File: config.mk
export PLATFORM = sky130hd
export DESIGN_NAME = k_band_energy_computer
export DESIGN_NICKNAME = d
export VERILOG_FILES = /design/src/rtl/k_band_energy_computer.sv
export SDC_FILE = /design/constraint.sdc
export NUM_CORES = 2
export LEC_CHECK = 0
export CAP_MARGIN = 20
export CORE_ASPECT_RATIO = 0.9
export CORE_MARGIN = 4
export CORE_UTILIZATION = 54
export CTS_CLUSTER_DIAMETER = 80
export DETAILED_ROUTE_END_ITERATION = 6
export PLACE_DENSITY = 0.71
export SYNTH_ARGS = -nofsm -noshare
export SYNTH_HDL_FRONTEND = slang
export SYNTH_SLANG_ARGS = --single-unit
File: constraint.sdc
create_clock -name clk -period 9.2 [get_ports clk]
set_input_delay 0.92 -clock clk [delete_from_list [all_inputs] [get_ports clk]]
set_output_delay 0.92 -clock clk [all_outputs]
set_load 0.02 [all_outputs]
File: src/rtl/k_band_energy_computer.sv
// k_band_energy_computer: streams FFT bins, squares re/im, emits either the
// energy of every bin or the sum over bands of BINS_PER_BAND bins.
// Three stages: S1 input regs, S2 squares, S3 accumulate/saturate/output.

// One squaring lane: registers a*a as an unsigned 2W-bit value.
// The square of the most negative input (2^(2W-2)) still fits in 2W bits.
module k_band_sq_lane #(
  parameter int W = 16
) (
  input  logic                clk,
  input  logic                resetn,
  input  logic                en,
  input  logic signed [W-1:0] a,
  output logic [2*W-1:0]      sq
);
  logic signed [2*W-1:0] prod;

  assign prod = a * a;

  // S2 square register, advances with the pipeline
  always_ff @(posedge clk or negedge resetn) begin
    if (!resetn)  sq <= '0;
    else if (en)  sq <= $unsigned(prod);
  end
endmodule

module k_band_energy_computer #(
  parameter int IN_WIDTH      = 16,
  parameter int OUT_WIDTH     = 40,
  parameter int FFT_NUM_PTS   = 16,
  parameter int BINS_PER_BAND = 4
) (
  input  logic                                clk,
  input  logic                                resetn,
  input  logic [IN_WIDTH-1:0]                 in_re,
  input  logic [IN_WIDTH-1:0]                 in_im,
  input  logic                                in_valid,
  input  logic                                in_last,
  output logic                                in_ready,
  input  logic                                cfg_per_bin,
  output logic [OUT_WIDTH-1:0]                out_energy,
  output logic [$clog2(FFT_NUM_PTS)-1:0]      out_idx,
  output logic                                out_last,
  output logic                                out_valid,
  input  logic                                out_ready,
  output logic                                err_frame
);
  localparam int NLANE  = 2;                       // lane 0 = re, lane 1 = im
  localparam int STAGES = 2;                       // S1, S2 valids; S3 is out_valid
  localparam int CW     = $clog2(FFT_NUM_PTS);
  localparam int LB     = $clog2(BINS_PER_BAND);
  localparam int SW     = 2*IN_WIDTH;
  localparam int AW     = SW + LB + 1;
  localparam int WW     = AW + OUT_WIDTH;          // wide enough to compare both
  localparam logic [CW-1:0] LAST_BIN = CW'(FFT_NUM_PTS-1);
  localparam logic [CW-1:0] BMASK    = CW'(BINS_PER_BAND-1);
  localparam logic [WW-1:0] OMAX     = WW'({OUT_WIDTH{1'b1}});

  // Elaboration-time parameter guards
  if (OUT_WIDTH < 2*IN_WIDTH) begin : g_bad_ow
    $error("OUT_WIDTH must be >= 2*IN_WIDTH");
  end
  if (FFT_NUM_PTS < 2 || (FFT_NUM_PTS & (FFT_NUM_PTS-1)) != 0) begin : g_bad_n
    $error("FFT_NUM_PTS must be a power of 2 and >= 2");
  end
  if ((BINS_PER_BAND & (BINS_PER_BAND-1)) != 0 || BINS_PER_BAND > FFT_NUM_PTS) begin : g_bad_b
    $error("BINS_PER_BAND must be a power of 2 dividing FFT_NUM_PTS");
  end

  // Per-bin control travelling alongside the data
  typedef struct packed {
    logic          emit;   // this bin produces a result
    logic          start;  // first bin of a result: ignore old accumulator
    logic          last;   // result closes the frame
    logic          err;    // frame length mismatch
    logic [CW-1:0] idx;    // bin or band index
  } meta_t;

  logic                         rdy_q, stall, adv, acc_in;
  logic [STAGES-1:0]            vld_pipe;
  logic [CW-1:0]                cnt_q;
  logic                         mode_q;
  logic                         first, mode_eff, at_end, end_frame;
  logic [CW-1:0]                bpos;
  meta_t                        m_in, m1, m2;
  logic [NLANE-1:0][IN_WIDTH-1:0] iq1;
  logic [NLANE-1:0][SW-1:0]       sq2;
  logic [AW-1:0]                acc_q, base, sum;
  logic [WW-1:0]                sum_w;
  logic [OUT_WIDTH-1:0]         sat;

  // Handshake: the whole pipe freezes while a result waits downstream
  assign stall    = out_valid & ~out_ready;
  assign adv      = ~stall;
  assign in_ready = rdy_q & adv;
  assign acc_in   = in_valid & in_ready;

  // Frame/band bookkeeping for the bin being offered
  always_comb begin
    first      = (cnt_q == '0);
    mode_eff   = first ? cfg_per_bin : mode_q;
    at_end     = (cnt_q == LAST_BIN);
    end_frame  = in_last | at_end;
    bpos       = cnt_q & BMASK;
    m_in       = '0;
    m_in.err   = in_last ^ at_end;
    m_in.last  = end_frame;
    m_in.start = mode_eff | (bpos == '0);
    m_in.emit  = mode_eff | end_frame | (bpos == BMASK);
    m_in.idx   = mode_eff ? cnt_q : (cnt_q >> LB);
  end

  // in_ready stays low until the first edge after reset release
  always_ff @(posedge clk or negedge resetn) begin
    if (!resetn) rdy_q <= 1'b0;
    else         rdy_q <= 1'b1;
  end

  // Bin counter and frame mode; mode latches only on bin 0
  always_ff @(posedge clk or negedge resetn) begin
    if (!resetn) begin
      cnt_q  <= '0;
      mode_q <= 1'b0;
    end else if (acc_in) begin
      cnt_q <= end_frame ? '0 : cnt_q + CW'(1);
      if (first) mode_q <= cfg_per_bin;
    end
  end

  // S1/S2 valid shift register and control metadata
  always_ff @(posedge clk or negedge resetn) begin
    if (!resetn) begin
      vld_pipe <= '0;
      iq1      <= '0;
      m1       <= '0;
      m2       <= '0;
    end else if (adv) begin
      vld_pipe <= {vld_pipe[STAGES-2:0], acc_in};
      m2       <= m1;
      if (acc_in) begin
        iq1 <= {in_im, in_re};
        m1  <= m_in;
      end
    end
  end

  // S2 squaring lanes
  for (genvar l = 0; l < NLANE; l++) begin : g_lane
    k_band_sq_lane #(.W(IN_WIDTH)) u_lane (
      .clk    (clk),
      .resetn (resetn),
      .en     (adv),
      .a      (iq1[l]),
      .sq     (sq2[l])
    );
  end

  // S3 arithmetic: band accumulate then clamp to the output width
  always_comb begin
    base  = m2.start ? '0 : acc_q;
    sum   = base + AW'(sq2[0]) + AW'(sq2[1]);
    sum_w = WW'(sum);
    sat   = (sum_w > OMAX) ? '1 : sum_w[OUT_WIDTH-1:0];
  end

  // S3 output register and accumulator; err_frame is a single-cycle pulse
  always_ff @(posedge clk or negedge resetn) begin
    if (!resetn) begin
      acc_q      <= '0;
      out_valid  <= 1'b0;
      out_energy <= '0;
      out_idx    <= '0;
      out_last   <= 1'b0;
      err_frame  <= 1'b0;
    end else if (adv) begin
      out_valid <= vld_pipe[STAGES-1] & m2.emit;
      err_frame <= vld_pipe[STAGES-1] & m2.emit & m2.err;
      if (vld_pipe[STAGES-1]) begin
        if (m2.emit) begin
          out_energy <= sat;
          out_idx    <= m2.idx;
          out_last   <= m2.last;
          acc_q      <= '0;
        end else begin
          acc_q <= sum;
        end
      end
    end else begin
      err_frame <= 1'b0;
    end
  end
endmodule

# [Word level (Yosys, flattened, before mapping)]
# Cells that the tools add are included.
# Widths: inputs -> output; s select.
[totals] ff_bits=197 word_cells=54 output_inout_bits=48 input_bits=38
[classes] n_eq_ne=2 muxes=6 n_bitwise=12 n_reduce_logical=5 mul=2 add_sub_neg=3
[op_table] op="$add 35x32->35" count=2
[op_table] op="$mux 35" count=2
[op_table] op="$mul 16x16->32" count=2
[op_table] op="$logic_not 4->1" count=2
[op_table] op="$mux 4" count=2
[op_table] op="$and 1x1->1" count=5
[op_table] op="$add 4x1->4 const B" count=1
[op_table] op="$eq 4x4->1 const B" count=1
[op_table] op="$or 1x1->1" count=4
[op_table] op="$reduce_and 2->1" count=2
[op_table] op="$reduce_and 3->1" count=1
[op_table] op="$eq 2x2->1 const B" count=1
[op_table] op="$mux 1" count=2
[op_table] op="$not 1->1" count=2
[op_table] op="$xor 1x1->1" count=1

# [Depth between registers and ports, before layout]
[logic_depth] word_depth=6 mapped_depth=25 mapped_depth_nobuf=24

# [Hierarchy]
# From an unflattened synthesis, not the netlist that was laid out.
[unflattened] cells_unflattened=3063 area_unflattened_um2=28640.0
[modules_own_cells] module="k_band_sq_lane at g_lane[0].u_lane" n_inst=1 area_each_um2=10443.8 cells_per_inst=1116 seq_area_each_um2=775.7
[modules_own_cells] module="k_band_sq_lane at g_lane[1].u_lane" n_inst=1 area_each_um2=10269.8 cells_per_inst=1106 seq_area_each_um2=775.7
[modules_own_cells] module="k_band_energy_computer" n_inst=1 area_each_um2=7926.4 cells_per_inst=841 seq_area_each_um2=3328.2

# [Least setup slack after synthesis]
# Ideal clock, no wire load.
[synth_path] path_kind="register -> register" startpoint="register iq1[15] (netlist bit)" endpoint="register g_lane[0].u_lane.sq[25]" slack_ps=2804 n_path_buf=1 period_less_slack_ps=6396 required_time_ps=9070 setup_ps=130 stages_incl_launch_ff=21 arrival_ps=6267 cell_sequence="dfrtp_1 > inv_1 > clkbuf_1 > nor2_1 > fa_1 > fa_1 > fa_1 > fa_1 > fa_1 > inv_1 > fa_1 > inv_1 > ha_1 > a21o_1 > a21o_1 > a2111o_1 > a2111oi_0 > and3b_4 > a311oi_1 > xor2_1 > o21ai_1"
[synth_via] elab_chain_len=1
[synth_lines] item="start: declaration" line="86" text="logic [NLANE-1:0][IN_WIDTH-1:0] iq1;"
[synth_lines] item="start signal: assignment" line="141" text="iq1 <= {in_im, in_re};"
[synth_lines] item="$mul 16x16->32" line="18" text="assign prod = a * a;"
[synth_lines] item="end signal: assignment" line="23" text="else if (en) sq <= $unsigned(prod);"
[synth_lines] item="end: declaration" line="14" text="output logic [2*W-1:0] sq"
# No other way between the ends.
# A chain may end at the register's enable or synchronous reset.

# [Worst setup path after layout]
# Same ends and word-level chain as after synthesis.

==> summary.txt <==
Status
  • Outcome: completed

Yosys
  • Register area share after synthesis: 17.71%
  • Top-area cell type share of the netlist area: 36.48%
  • Syn. warnings: 0
  • Post-synth EDFFs: 0
  • Mean post-synth cell area: 9.489 um2
  • Cell variety after synth: 73
  • Synth top area cells: fa_1 36%, dfrtp_1 18%, ha_1 9.8%
  • Post-Syn Area: 27550 um2
  • Synth Register Bits: 195
  • Mapped Cells: 2903
  • Largest area contributor in the netlist: fa_1
  • Top-count cell post-synth: inv_1
  • Prevailing post-synth register cell: dfrtp_1
  • Commonest cells post-synth: 648 x inv_1, 502 x fa_1, 338 x nand2_1, 216 x ha_1, 195 x dfrtp_1
  • Async set or reset register ratio after synthesis: 100.0%

Floorplan
  • Die W: 246.1 um
  • Die Height: 222.3 um
  • Rows: 78
  • Io pins: 86
  • Die area: 54700 um2
  • Initial Utilization: 54.60%
  • Core Area: 50460 um2

Placed design
  • Final GP Congestion: 0.9047
  • Post-DP HPWL: 50.24 mm
  • Port bufs: 80
  • DP Area: 28940 um2

Critical path
  • Reg-to-reg slack, setup: 1.86 ns
  • CP required: 9.51 ns
  • CP max FO: 19
  • Max incr delay on CP: 0.76 ns
  • Worst path top cell family by delay: adder cells
  • Reg2reg path depth: 19
  • Startpoint types: flip-flop
  • Cell Chain, Critical Path: inv_1 > nor2_1 > fa_1 > fa_1 > fa_1 > fa_1 > fa_1 > inv_1 > fa_1 > inv_1 > ha_1 > a21o_1 > a21o_1 > a2111o_1 > a2111oi_0 > and3b_4 > a311oi_1 > xor2_1 > o21ai_1
  • Crit-path slowest cell: dfrtp_1
  • Critical R2R Capture: g_lane[0].u_lane.sq[25]$_DFFE_PN0N_
  • Crit path DAT: 7.65 ns
  • Most frequent CP cell: fa_1
  • Crit path capture type: flip-flop
  • Buf/Inv on CP: 3
  • Crit Path Class: flip-flop to flip-flop
  • FF-to-FF Start: iq1[15]$_DFFE_PN0P_

CTS
  • CTS tree: built
  • Clock Pin Slew Worst Setup and Hold Paths: 0.08 ns
  • Post-CTS Hold Fix Bufs: 0
  • CTS buffer count: 17
  • Clock sinks: 195
  • Post_cts resized: 0
  • Root buffer cell: clkbuf_16
  • Clock latency on the worst-skew pair: 0.47 ns
  • Max Root-Sink Buffers: 2
  • Post-CTS setup buffers: 0
  • H-tree levels: 4

Routing
  • Wire per inst: 16.97 um
  • Drt via density: 5.382
  • Router iterations before antenna repair: 6
  • Vias: 19460
  • Iter 0 DRT Violations: 1419
  • ANT nets after route: 0
  • DRC violations left: 0
  • WL final: 61.36 mm

Timing
  • RSZ-0062 raised after global routing: no
  • Setup violations, final: 0
  • Worst-margin pin slew: 0.9954 ns
  • Slew HR: 33.64%
  • Final-report hold violation count: 0
  • Period utilization: 79.76%
  • Clock skew: 0.01465 ns
  • Min Tclk post-route: 7.338 ns
  • F_max: 0.1363 GHz
  • Max Slew Vio Count: 0
  • Final setup TNS: 0 ns

Min path
  • WHS Path Cells: 2
  • Hold Crit Start: m2[1]$_DFFE_PN0N_
  • Hold Path End: m2[1]$_DFFE_PN0N_
  • Worst min path class: flip-flop to flip-flop

Global routing
  • Largest net degree at the start of global routing: 117
  • All-Layer GR Usage: 23.63%
  • Initial antenna violation count: 0
  • Global route overflow: 0
  • Vias in the first global route: 21090
  • Global-route wire length before repair: 104.2 mm

Cells and area
  • Fin area: 29550 um2
  • Final net count: 3677
  • Share of layout cells above drive strength 1: 3.476%
  • Syn-to-layout area delta: 7.281%

Job
  • Max_cap viols: 0
==> placed cells by master (no fill, tap or decap), types with 17 or more instances in the layout <==
cell / netlist / final
dfrtp_1: 195 / 195
fa_1: 502 / 502
nand3_1: 25 / 24
xnor2_1: 73 / 73
clkbuf_16: 0 / 17
nand2b_1: 29 / 28
nor2b_1: 46 / 45
a21o_1: 43 / 43
ha_1: 216 / 216
mux2_2: 28 / 28
a21oi_1: 99 / 99
xor2_1: 37 / 37
nand2_1: 338 / 338
o21ai_1: 26 / 26
nor2_1: 134 / 133
clkdlybuf4s50_1: 0 / 79
inv_1: 648 / 648
o21ai_0: 91 / 91
and2_1: 74 / 74
a22o_1: 24 / 24
==> stage by stage <==
step	hold slack [ns]	cells	worst slack (ns)	util (%)
3_5_place_dp	0.4593	3581	1.914	57.36
2_1_floorplan	0.4348	2909	2.804	-
3_3_place_gp	0.4454	3580	2.153	57.33
5_1_grt	0.5020	3614	1.483	58.57
6_report	0.4746	3615	1.862	58.57
4_1_cts	0.4763	3613	1.877	58.53
==> routing by layer <==
metal	global-route usage (%)	part of all wire (%)	up-vias
met5	0	0	-
met4	6.349	2.4	0
met3	3.186	4.8	85
met2	39.39	49	474
met1	32.89	43	9961
li1	-	-	8935
==> worst max-delay path by stage <==
| stage | endpoint | cells past startpoint | from | slack (ns) |
|---|---|---|---|---|
| after floorplan | g_lane[0].u_lane.sq[25]$_DFFE_PN0N_ | 20 | iq1[15]$_DFFE_PN0P_ | 2.80 |
| after global routing | g_lane[0].u_lane.sq[25]$_DFFE_PN0N_ | 19 | iq1[15]$_DFFE_PN0P_ | 1.48 |
| after CTS | g_lane[0].u_lane.sq[25]$_DFFE_PN0N_ | 19 | iq1[15]$_DFFE_PN0P_ | 1.88 |
| after global placement | g_lane[1].u_lane.sq[30]$_DFFE_PN0N_ | 18 | iq1[31]$_DFFE_PN0P_ | 2.15 |
| final | g_lane[0].u_lane.sq[25]$_DFFE_PN0N_ | 19 | iq1[15]$_DFFE_PN0P_ | 1.86 |
| after detailed placement | g_lane[0].u_lane.sq[25]$_DFFE_PN0N_ | 19 | iq1[15]$_DFFE_PN0P_ | 1.91 |
==> flip-flops by register name, summed over array words and instances (netlist names), 2 cells and up <==
signal and count:
acc_q 35, out_idx 4, g_lane.u_lane.sq 62, m1 8, m2 8, out_energy 35
cnt_q 4, iq1 32, vld_pipe 2
==> cell families after synthesis <==
family | after synthesis | synth area share (%)
simple gates | 705 | 11.67
fa+ha+maj | 718 | 46.29
flops | 195 | 17.71
buf+inv | 749 | 10.27
xor+xnor | 110 | 3.497
compound gates | 388 | 9.071
other cells | 2 | 0.02726
mux | 36 | 1.453
==> layout make-up <==
class                           count  area, um2
Multi-Input combinational cell   1965      19880
Inverter                          651       2444
Antenna cell                        1      2.502
Clock inverter                     15      165.2
Sequential cell                   195       4880
Tap cell                          680      850.8
Timing Repair Buffer               91      907.1
Clock buffer                       17      425.4
Fill cell                        4358      20900
==> worst register-to-register path: cells and delay by family, from the launching register on <==
family                     cells  cell delay, ns
xor gates and xnor gates       1            0.18
adders and majority gates      7            3.38
DFF                            1            0.76
AOI/OAI and AO/OA              6            1.75
and+or+nand+nor                2            0.57
buffers and inverters          3            0.54
Power is left out: the tool's default activity adds up to more than one toggle a clock period on the data nets, which glitch-free logic cannot reach.
